--- config.mk ---
export PLATFORM = sky130hd
export DESIGN_NAME = pipe_ctrl
export DESIGN_NICKNAME = d
export VERILOG_FILES = /design/src/rtl/pipe_ctrl.sv
export SDC_FILE = /design/constraint.sdc
export NUM_CORES = 1
export LEC_CHECK = 0
export ABC_AREA = 1
export BUFFER_PORTS_ARGS = -buffer_cell sky130_fd_sc_hd__buf_2
export CAP_MARGIN = 0
export CORE_MARGIN = 4
export CORE_UTILIZATION = 41
export CTS_CLUSTER_DIAMETER = 150
export DETAILED_ROUTE_END_ITERATION = 10
export GPL_TIMING_DRIVEN = 1
export PLACE_DENSITY_LB_ADDON = 0.25
export SYNTH_ARGS = -nofsm -noshare
export SYNTH_HDL_FRONTEND = slang
export SYNTH_SLANG_ARGS = --single-unit
export TNS_END_PERCENT = 50
--- constraint.sdc ---
create_clock -name clk_i -period 1.53 [get_ports clk_i]
set_input_delay 0.306 -clock clk_i [delete_from_list [all_inputs] [get_ports clk_i]]
set_output_delay 0.306 -clock clk_i [all_outputs]
set_load 0.005 [all_outputs]
--- src/rtl/pipe_ctrl.sv ---
// Pipeline hazard controller: stall vector, jump redirect with two-cycle flush, sticky stall timeout.
// Optional performance counters are built only with CTRL_PERF_CNT_EN defined.
module pipe_ctrl #(
  parameter int unsigned STALL_TIMEOUT = 1023,
  parameter int unsigned CNT_WIDTH     = 32,
  parameter int unsigned ADDR_WIDTH    = 32
) (
  input  logic                  clk_i,
  input  logic                  rst_i,
  input  logic                  id_stallreq_i,
  input  logic                  exe_stallreq_i,
  input  logic                  mem_stallreq_i,
  input  logic                  jump_req_i,
  input  logic [ADDR_WIDTH-1:0] jump_addr_i,
  output logic [4:0]            stall_o,
  output logic                  flush_o,
  output logic                  jump_o,
  output logic [ADDR_WIDTH-1:0] jump_addr_o,
`ifdef CTRL_PERF_CNT_EN
  output logic [CNT_WIDTH-1:0]  perf_stall_cycles_o,
  output logic [CNT_WIDTH-1:0]  perf_flush_cnt_o,
`endif
  output logic                  stall_timeout_o
);

  localparam int unsigned TW = $clog2(STALL_TIMEOUT + 1);

  typedef enum logic {RUN, FLUSH2} state_t;

  state_t                  state, state_nxt;
  logic [4:0]              stall;
  logic                    flush;
  logic                    jump;
  logic [ADDR_WIDTH-1:0]   jump_addr;
  logic [TW-1:0]           stall_cnt, stall_cnt_nxt;
  logic                    timeout_q;

  always_ff @(posedge clk_i or posedge rst_i) begin
    if (rst_i) state <= RUN;
    else       state <= state_nxt;
  end

  always_comb begin
    state_nxt = state;
    stall     = 5'b00000;
    flush     = 1'b0;
    jump      = 1'b0;
    jump_addr = '0;
    case (state)
      RUN: begin
        if (mem_stallreq_i)      stall = 5'b01111;
        else if (exe_stallreq_i) stall = 5'b00111;
        else if (jump_req_i) begin
          jump      = 1'b1;
          jump_addr = jump_addr_i;
          flush     = 1'b1;
          state_nxt = FLUSH2;
        end
        else if (id_stallreq_i)  stall = 5'b00011;
      end
      FLUSH2: begin
        // Decode/execute hold wrong-path bubbles here, so only a memory wait matters.
        if (mem_stallreq_i) stall = 5'b01111;
        else begin
          flush     = 1'b1;
          state_nxt = RUN;
        end
      end
      default: state_nxt = RUN;
    endcase
  end

  assign stall_o     = rst_i ? 5'b00000 : stall;
  assign flush_o     = rst_i ? 1'b0 : flush;
  assign jump_o      = rst_i ? 1'b0 : jump;
  assign jump_addr_o = rst_i ? '0 : jump_addr;

  always_comb begin
    stall_cnt_nxt = stall_cnt;
    if (stall == 5'b00000)               stall_cnt_nxt = '0;
    else if (stall_cnt != TW'(STALL_TIMEOUT)) stall_cnt_nxt = stall_cnt + TW'(1);
  end

  always_ff @(posedge clk_i or posedge rst_i) begin
    if (rst_i) begin
      stall_cnt <= '0;
      timeout_q <= 1'b0;
    end else begin
      stall_cnt <= stall_cnt_nxt;
      timeout_q <= timeout_q | (stall_cnt_nxt == TW'(STALL_TIMEOUT));
    end
  end

  assign stall_timeout_o = timeout_q;

`ifdef CTRL_PERF_CNT_EN
  logic [CNT_WIDTH-1:0] perf_stall_q, perf_flush_q;

  always_ff @(posedge clk_i or posedge rst_i) begin
    if (rst_i) begin
      perf_stall_q <= '0;
      perf_flush_q <= '0;
    end else begin
      if (stall != 5'b00000 && perf_stall_q != '1) perf_stall_q <= perf_stall_q + CNT_WIDTH'(1);
      if (jump && perf_flush_q != '1)              perf_flush_q <= perf_flush_q + CNT_WIDTH'(1);
    end
  end

  assign perf_stall_cycles_o = perf_stall_q;
  assign perf_flush_cnt_o    = perf_flush_q;
`endif

endmodule

==> results of run 1 <==
==> worst paths after layout <==
check                                          start                         to  slack, ns  cells after the start
max                                  state$_DFF_PP0_             jump_addr_o[9]      -0.09                      5
min                                            rst_i            state$_DFF_PP0_       0.09                      3
max reg2reg                   stall_cnt[1]$_DFF_PP0_  stall_timeout_o$_DFF_PP0_      -0.06                     11
min reg2reg                stall_timeout_o$_DFF_PP0_  stall_timeout_o$_DFF_PP0_       0.47                      2
max in group asynchronous                      rst_i     stall_cnt[3]$_DFF_PP0_       1.28                      3
min in group clk_i                    exe_stallreq_i            state$_DFF_PP0_       0.42                      6
==> flip-flops by register name, summed over array words and instances (netlist names) <==
| signal | cells |
|---|---|
| stall_cnt | 10 |
| stall_timeout_o | 1 |
| state | 1 |
==> placed cells by master, fill, tap and decap left out, drive strengths merged <==
cell,instances
nor3b,1
a21oi,5
o21bai,2
conb,1
o21ai,2
nor2,54
dfrtp,12
clkbuf,5
nand4,3
inv,59
nand3,14
ha,1
nand2,35
buf,101
==> through the flow <==
| stage | power, mW | setup WS (ns) | instances | cell area, um2 |
|---|---|---|---|---|
| 4_1_cts | 1.171 | -0.04457 | 320 | 1734 |
| 6_report | 1.266 | -0.08575 | 325 | 1847 |
| 3_3_place_gp | 0.8664 | -0.01243 | 310 | 1633 |
| 3_5_place_dp | 0.8800 | -0.05560 | 310 | 1633 |
| 5_1_grt | 1.362 | -0.1576 | 325 | 1847 |
| 2_1_floorplan | 0.6834 | 0.1241 | 194 | 1124 |
==> metal layers <==
layer / up-vias / global-route usage
met2: 54 / 0.3148
li1: 753 / -
met1: 629 / 0.1958
met5: - / 0
met3: 2 / 0.03191
met4: 0 / 0.01899
==> cell type report <==
| type | instances | area (um2) | area share |
|---|---|---|---|
| Multi-Input combinational cell | 118 | 645.6 | 0.3496 |
| Timing Repair Buffer | 102 | 605.6 | 0.3279 |
| Sequential cell | 12 | 300.3 | 0.1626 |
| Inverter | 59 | 221.5 | 0.1199 |
| Tap cell | 30 | 37.54 | 0.02033 |
| Clock buffer | 4 | 36.28 | 0.01965 |
==> power by group <==
group / internal [mW] / switching, mW / total, mW / leakage [nW]
Sequential: 0.369 / 0.0502 / 0.419 / 0.157
Combinational: 0.287 / 0.310 / 0.597 / 1.07
Clock: 0.145 / 0.106 / 0.251 / 0.0210
Total: 0.800 / 0.466 / 1.27 / 1.24
==> what timing repair did <==
action                     in CTS  in global routing
cloned                          1                  1
pin swaps                       5                  6
setup endpoints to repair      36                 38
gates resized for setup         5                 26
setup buffers                   5                  4
==> cells by family after synthesis <==
logic type,count (synthesis),synth area share
AND/OR/NAND/NOR,106,0.4332
buffers and inverters,65,0.2338
flip-flops,12,0.2673
AO/OA/AOI/OAI,9,0.05122
adder cells (fa/ha/maj),1,0.01113
other,1,0.003338
==> critical path, delay by kind of cell (launching register included) <==
kind | cells | cell delay [ns]
AND/OR/NAND/NOR | 3 | 0.32
buffers and inverters | 2 | 0.30
flip-flops | 1 | 0.41
==> reports/metrics.cfg, run 1 <==
[cells_and_area]
layout.nets = 335
area_growth_pct = 64.37
final_core_util = 0.7257
drive_above_1_share = 0.5051
fillers = 226
diodes = 0

[sta]
period_share = 1.056
hold_violations = 0
setup_slack_ns = -0.08575
slew_violations = 0
fin_skew_ns = 0.006522
setup_viol = 34
fin_setup_tns_ns = -2.248
rsz0062_at_grt = yes
max_freq_mhz = 618.9
timing.hold.ws_ns = 0.08743
post-route-min-period_ns = 1.616

[floorplan]
die_h_um = 60.35
io_pins = 78
start_util = 0.4415
fp.dieW_um = 60.35
rows = 18
die-area_um2 = 3642
core-area_um2 = 2545

[worst_setup_path]
critPathLaunchType = flip-flop
slowest_stage = dfrtp_1
crit_fanout = 17
arrival_ns = 1.31
critPathKind = flip-flop to primary output
end_kind = primary output
worstPathCellList = nor2_2 -> nand2_2 -> buf_12 -> nor2_1 -> buf_2
max_stage_delay_ns = 0.41
crit_required_ns = 1.22

[yosys]
synth_cells = 194
ys_top_cells_by_count = inv_1, nor2_1, nand2_1, dfrtp_1, nand3_1
ys_warn_count = 0
synth_edf_count = 0
synthesis.nets = 233
ys_ff_latch = 12
synth_area_leaders = dfrtp_1, inv_1, nor2_1
yosysMostFrequentCell = inv_1
ys.flop_type = dfrtp_1
ys_seq_area_frac = 0.2673
syn_avg_cell_area_um2 = 5.792
yosys.area.top_type = dfrtp_1
synth_top_area_share = 0.2673
synth.cell_area_um2 = 1124
synth_cell_types = 24
async_flop_share = 1.000

[global_route]
grt_pass1_vias = 1177
antenna_found_initial = 0
grt_pass1_wl_um = 4747
grt_start_max_net_pins = 34
grt-ovfl-total = 0
grt_use_total = 0.1652

[detailed_routing]
drtIter0Drc = 28
drt-met1-wl_um = 1295
finalWirelength_um = 3521
ant_nets = 0
drtPass1Iterations = 4
drc = 0
via_per_inst = 4.425
wl_met2_um = 1891
dr_total_vias = 1438
wl_met3_um = 328
routedWlPerCell_um = 10.83
highest_layer = met4

[run]
cap_violations = 0

[clocking]
clk_pin_slew_worst_paths_ns = 0.08
root_buffer = clkbuf_4
cts_tree = done
cts.sinks = 12
cts_max_path_buffers = 2
numCtsBuffers = 3
htree_levels = 1
worstSkewPairLatency_ns = 0.27
hold_buffers = 0

[pwr]
powerDensity_nw_per_um2 = 685.8
leakagePower_nw = 1.243
vdd_ir_drop_max_v = 0.0008953

[status]
outcome = complete, but fails checks
violations = negative setup slack

[place]
hpwl_um = 2554
port_buffers = 76
gp_congestion = 0.7780

[worst_hold_path]
hp-class = input pin to async pin

Power figures use the tool's default switching activity.
==> inputs of run 2 (changes only) <==
- clock period: 1.53 -> 1.5 ns (I/O delays scaled with it)
==> run 2 against run 1 <==
  * Setup slack better by 0.047 ns
  * Final cell count is 0.92% lower
  * The flow still finishes with violations (negative setup slack)
  * Sequential share of layout area is 0.26 points higher
  * Utilization is 1.1 points lower
  * Hold slack better by 0.010 ns
  * Flip-flop and latch count stayed put
  * Clock power hardly changed
  * Die area stayed put
  * Sequential power is 1% higher
  * Count of clock-buffer cells in the layout stayed put
  * Critical path depth stayed put
  * Via count is 1.9% lower
==> reports/metrics.cfg, run 2 (same netlist as run 1, synthesis figures left out) <==
[status]
outcome = complete, but fails checks
violations = negative setup slack

[worst_setup_path]
setup.worst_path.start = state$_DFF_PP0_
worstPathCellList = nor2_2 -> nand2_2 -> buf_12 -> nor2_1 -> buf_2
slowest_stage = dfrtp_1
r2r_end = stall_timeout_o$_DFF_PP0_
max_stage_delay_ns = 0.40
r2r_cells = 10
r2r-start = stall_cnt[1]$_DFF_PP0_
critPathLaunchType = flip-flop
crit_fanout = 25
critPathKind = flip-flop to primary output
crit_end = jump_addr_o[2]
rrSetupSlack_ns = -0.03
crit_required_ns = 1.20
arrival_ns = 1.24
end_kind = primary output

[cells_and_area]
diodes = 0
fillers = 217
layout.nets = 332
regMostFlops = stall_cnt
largest_register_ffs = 10
final_common_cell = buf_2
fin_cells = 322
final_cell_mix = buf_2, inv_1, nor2_1, nand2_1, buf_4
area_growth_pct = 61.80
drive_above_1_share = 0.4760

[detailed_routing]
dr_total_vias = 1411
ant_nets = 0
drtPass1Iterations = 4
finalWirelength_um = 3367
routedWlPerCell_um = 10.46
via_per_inst = 4.382
drtIter0Drc = 49
drc = 0

[clocking]
cts_max_path_buffers = 2
clk_pin_slew_worst_paths_ns = 0.07
cts_tree = done
hold_buffers = 0
htree_levels = 1
numCtsBuffers = 3
worstSkewPairLatency_ns = 0.26
cts.sinks = 12
root_buffer = clkbuf_4

[global_route]
grt-ovfl-total = 0
grt_use_total = 0.1635
grt_start_max_net_pins = 26
grt_pass1_wl_um = 4733
grt_pass1_vias = 1150
antenna_found_initial = 0

[sta]
slew_violations = 0
max_freq_mhz = 649.9
setup_slack_ns = -0.03860
fin_setup_tns_ns = -0.5925
hold_violations = 0
setup_viol = 27
period_share = 1.026
post-route-min-period_ns = 1.539
rsz0062_at_grt = yes
fin_skew_ns = 0.001743

[floorplan]
core-area_um2 = 2545
rows = 18
fp.dieW_um = 60.35
die_h_um = 60.35
start_util = 0.4415
io_pins = 78
die-area_um2 = 3642

[pwr]
leakagePower_nw = 1.232
powerDensity_nw_per_um2 = 660.1
vdd_ir_drop_max_v = 0.0008872

[place]
hpwl_um = 2585
placed_cells = 311
gp_congestion = 0.7410
port_buffers = 76

[worst_hold_path]
hp-class = input pin to async pin

[run]
cap_violations = 0

run 2: critical path: cells and delay by family, from the launching register on:
kind          cells  cell delay, ns
flops             1            0.40
buf+inv           2            0.29
simple gates      3            0.29
run 2: where the power goes:
part	switching, mW	total, mW	internal [mW]
Sequential	0.0466	0.423	0.376
Clock	0.101	0.248	0.147
Combinational	0.299	0.530	0.230
run 2: layout make-up:
class	instances	area, um2	share of cell area
sequential	12	300.3	0.1652
timing repair buffer	99	581.8	0.3200
clock buffer	4	36.28	0.01996
tap	30	37.54	0.02065
multi-input combinational	118	640.6	0.3524
inverter	59	221.5	0.1218
run 2: through the flow:
step | cell area, um2 | util | power [mW] | hold slack [ns] | setup slack [ns]
floorplan | 1124 | - | 0.6971 | 0.1729 | 0.09405
global placement | 1640 | 0.6445 | 0.8733 | 0.3595 | -0.05733
finish | 1818 | 0.7144 | 1.200 | 0.09756 | -0.03860
global route | 1818 | 0.7144 | 1.307 | 0.1216 | -0.1777
CTS | 1708 | 0.6711 | 1.148 | 0.09541 | -0.04774
detailed placement | 1640 | 0.6445 | 0.8828 | 0.3661 | -0.07805
run 2: worst min-delay path by stage:
| stage | cells after the start | to | slack (ns) | from |
|---|---|---|---|---|
| after CTS | 3 | stall_cnt[7]$_DFF_PP0_ | 0.1 | rst_i |
| after floorplan | 1 | stall_cnt[0]$_DFF_PP0_ | 0.17 | rst_i |
| final | 3 | state$_DFF_PP0_ | 0.1 | rst_i |
| after detailed placement | 3 | state$_DFF_PP0_ | 0.37 | rst_i |
| after global routing | 3 | stall_cnt[4]$_DFF_PP0_ | 0.12 | rst_i |
| after global placement | 3 | state$_DFF_PP0_ | 0.36 | rst_i |
run 2: layer usage:
metal / wire length [um] / GRT usage
met4: 0 / 0.009494
met5: 0 / 0
met1: 1315 / 0.2000
met2: 1775 / 0.3086
met3: 277 / 0.03191
run 2: timing repair:
item | 4_1_cts | 5_1_grt
endpoints found under the setup margin | 37 | 40
buffers inserted | 2 | 4
gates cloned | 0 | 1
gates resized for setup | 5 | 23
pin swaps | 2 | 11
==> inputs of run 3 (changes only) <==
- ABC_AREA: 1 -> 0
- CORE_UTILIZATION: 41 -> 40
==> run 3 against run 2 <==
  * The run still ends with negative setup slack left
  * Sequential power hardly changed
  * Critical path depth stayed put
  * Design area is 11% lower
  * Area after synthesis is 5.2% lower
  * Clock power is 7% higher
  * Register-to-register slack better by 0.05 ns
  * Critical path type unchanged
  * Utilization is 6.8 points lower
  * Count of clock-buffer cells in the layout stayed put
  * Total power is 1.2% lower
==> reports/metrics.cfg, run 3 <==
[worst_setup_path]
critPathLaunchType = flip-flop
crit_required_ns = 1.20
crit_fanout = 33
end_kind = primary output
arrival_ns = 1.48
critPathKind = flip-flop to primary output

[status]
violations = negative setup slack
outcome = complete, but fails checks

[yosys]
synth_edf_count = 0
synth.cell_area_um2 = 1065
yosysMostFrequentCell = and2_1
yosys.area.top_type = dfrtp_1
synth_cell_types = 36
synth_cells = 125
ys.flop_type = dfrtp_1
ys_seq_area_frac = 0.2820
synth_top_area_share = 0.2820
synth_area_leaders = dfrtp_1, and2_1, buf_6
synthesis.nets = 164
ys_ff_latch = 12
async_flop_share = 1.000
ys_top_cells_by_count = and2_1, dfrtp_1, nor2_1
ys_warn_count = 0
syn_avg_cell_area_um2 = 8.518

[sta]
max_freq_mhz = 560.4
timing.hold.ws_ns = 0.08842
fin_skew_ns = 0.001474
setup_viol = 35
slew_violations = 0
hold_violations = 0
period_share = 1.190
post-route-min-period_ns = 1.784
setup_slack_ns = -0.2843
fin_setup_tns_ns = -8.767
rsz0062_at_grt = yes

[detailed_routing]
drc = 0
drtPass1Iterations = 4
drtIter0Drc = 36
finalWirelength_um = 3372
via_per_inst = 4.858
ant_nets = 0
dr_total_vias = 1166
routedWlPerCell_um = 14.05

[cells_and_area]
final_cell_mix = buf_2, and2_1, buf_4, dfrtp_1, nor2_1
layout.nets = 250
drive_above_1_share = 0.5476
regMostFlops = stall_cnt
fillers = 235
largest_register_ffs = 10
diodes = 0
final_common_cell = buf_2
area_growth_pct = 51.70

[pwr]
vdd_ir_drop_max_v = 0.001032
leakagePower_nw = 0.8653
power.total_mw = 1.185
powerDensity_nw_per_um2 = 733.7

[floorplan]
rows = 18
io_pins = 78
fp.dieW_um = 59.60
start_util = 0.4259
die_h_um = 59.60
die-area_um2 = 3552
core-area_um2 = 2500

[clocking]
hold_buffers = 0
post_cts_buffers = 0
htree_levels = 1
root_buffer = clkbuf_4
cts_max_path_buffers = 2
cts.sinks = 12
clk_pin_slew_worst_paths_ns = 0.08
worstSkewPairLatency_ns = 0.27
cts_tree = done
numCtsBuffers = 3

[run]
cap_violations = 0

[place]
gp_congestion = 0.8872
port_buffers = 76
hpwl_um = 2691

[worst_hold_path]
hp-class = input pin to async pin

[global_route]
grt_start_max_net_pins = 34
grt-ovfl-total = 0
grt_use_total = 0.1824
antenna_found_initial = 0
grt_pass1_wl_um = 5023
grt_pass1_vias = 1055

[run 3: cell types whose count changed after synthesis, sizes merged, moves of 4 or more]
cell	delta
nand3	-7
nor3	+4
inv	-55
xnor2	+4
nand2	-30
a31oi	+5
nor2	-45
and2	+33
[run 3: critical path: stages (launching register included)]
cell	delay, ns
dfrtp_1	0.38
nand3b_1	0.18
nor3_2	0.20
buf_12	0.19
and2_1	0.15
buf_2	0.11
[run 3: stage by stage]
stage | setup slack, ns | instance area (um2) | cells | utilization
2_1_floorplan | -0.008407 | 1070 | 125 | -
3_3_place_gp | -0.01395 | 1533 | 236 | 0.6131
3_5_place_dp | -0.02105 | 1533 | 236 | 0.6131
4_1_cts | -0.3053 | 1585 | 240 | 0.6341
5_1_grt | -0.3922 | 1615 | 240 | 0.6461
6_report | -0.2843 | 1615 | 240 | 0.6461
[run 3: cell type report]
cell class	instances	area [um2]	share of cell area
Sequential cell	12	300.3	0.1859
Inverter	4	15.01	0.009295
Clock buffer	4	36.28	0.02246
Timing Repair Buffer	92	519.2	0.3215
Tap cell	30	37.54	0.02324
Multi-Input combinational cell	98	706.9	0.4376
[run 3: cells by family (layout without fill, tap and decap cells)]
family | Yosys count | count (layout) | share of synthesized area
AND/OR/NAND/NOR | 69 | 69 | 0.3795
buffers and inverters | 15 | 100 | 0.09634
XOR/XNOR | 4 | 4 | 0.03290
adder cells (fa/ha/maj) | 1 | 1 | 0.01175
other | 1 | 1 | 0.003522
AO/OA/AOI/OAI | 20 | 20 | 0.1657
multiplexers | 3 | 3 | 0.02820
flip-flops | 12 | 12 | 0.2820
[run 3: path summary, 6_finish.rpt]
path / slack (ns) / endpoint / cells past startpoint / startpoint
setup / recovery: -0.28 / jump_addr_o[9] / 5 / state$_DFF_PP0_
hold / removal: 0.09 / stall_cnt[8]$_DFF_PP0_ / 2 / rst_i
setup reg to reg: 0.02 / stall_timeout_o$_DFF_PP0_ / 5 / stall_cnt[0]$_DFF_PP0_
hold reg to reg: 0.50 / stall_timeout_o$_DFF_PP0_ / 1 / stall_timeout_o$_DFF_PP0_
max in group asynchronous: 1.10 / stall_cnt[6]$_DFF_PP0_ / 2 / rst_i
min in group clk_i: 0.29 / state$_DFF_PP0_ / 2 / mem_stallreq_i
[run 3: report_power, final]
group	total [mW]	internal (mW)	switching [mW]	leakage, nW
clock network	0.265	0.148	0.117	0.0210
logic	0.497	0.263	0.234	0.683
registers	0.423	0.372	0.0508	0.161
total	1.19	0.783	0.402	0.865
[run 3: layer usage]
layer  vias to the layer above  GRT usage  share of wire
met4                         0    0.03797         0.0098
met5                         -          0              0
met2                        27     0.2949           0.52
li1                        595          -              -
met1                       540     0.2447           0.42
met3                         4    0.04793          0.050
[run 3: repair_timing]
item                                    4_1_cts  5_1_grt
cloned                                        0        0
endpoints found under the setup margin       38       40
pin swaps                                     6        1
gates resized for setup                       4        6
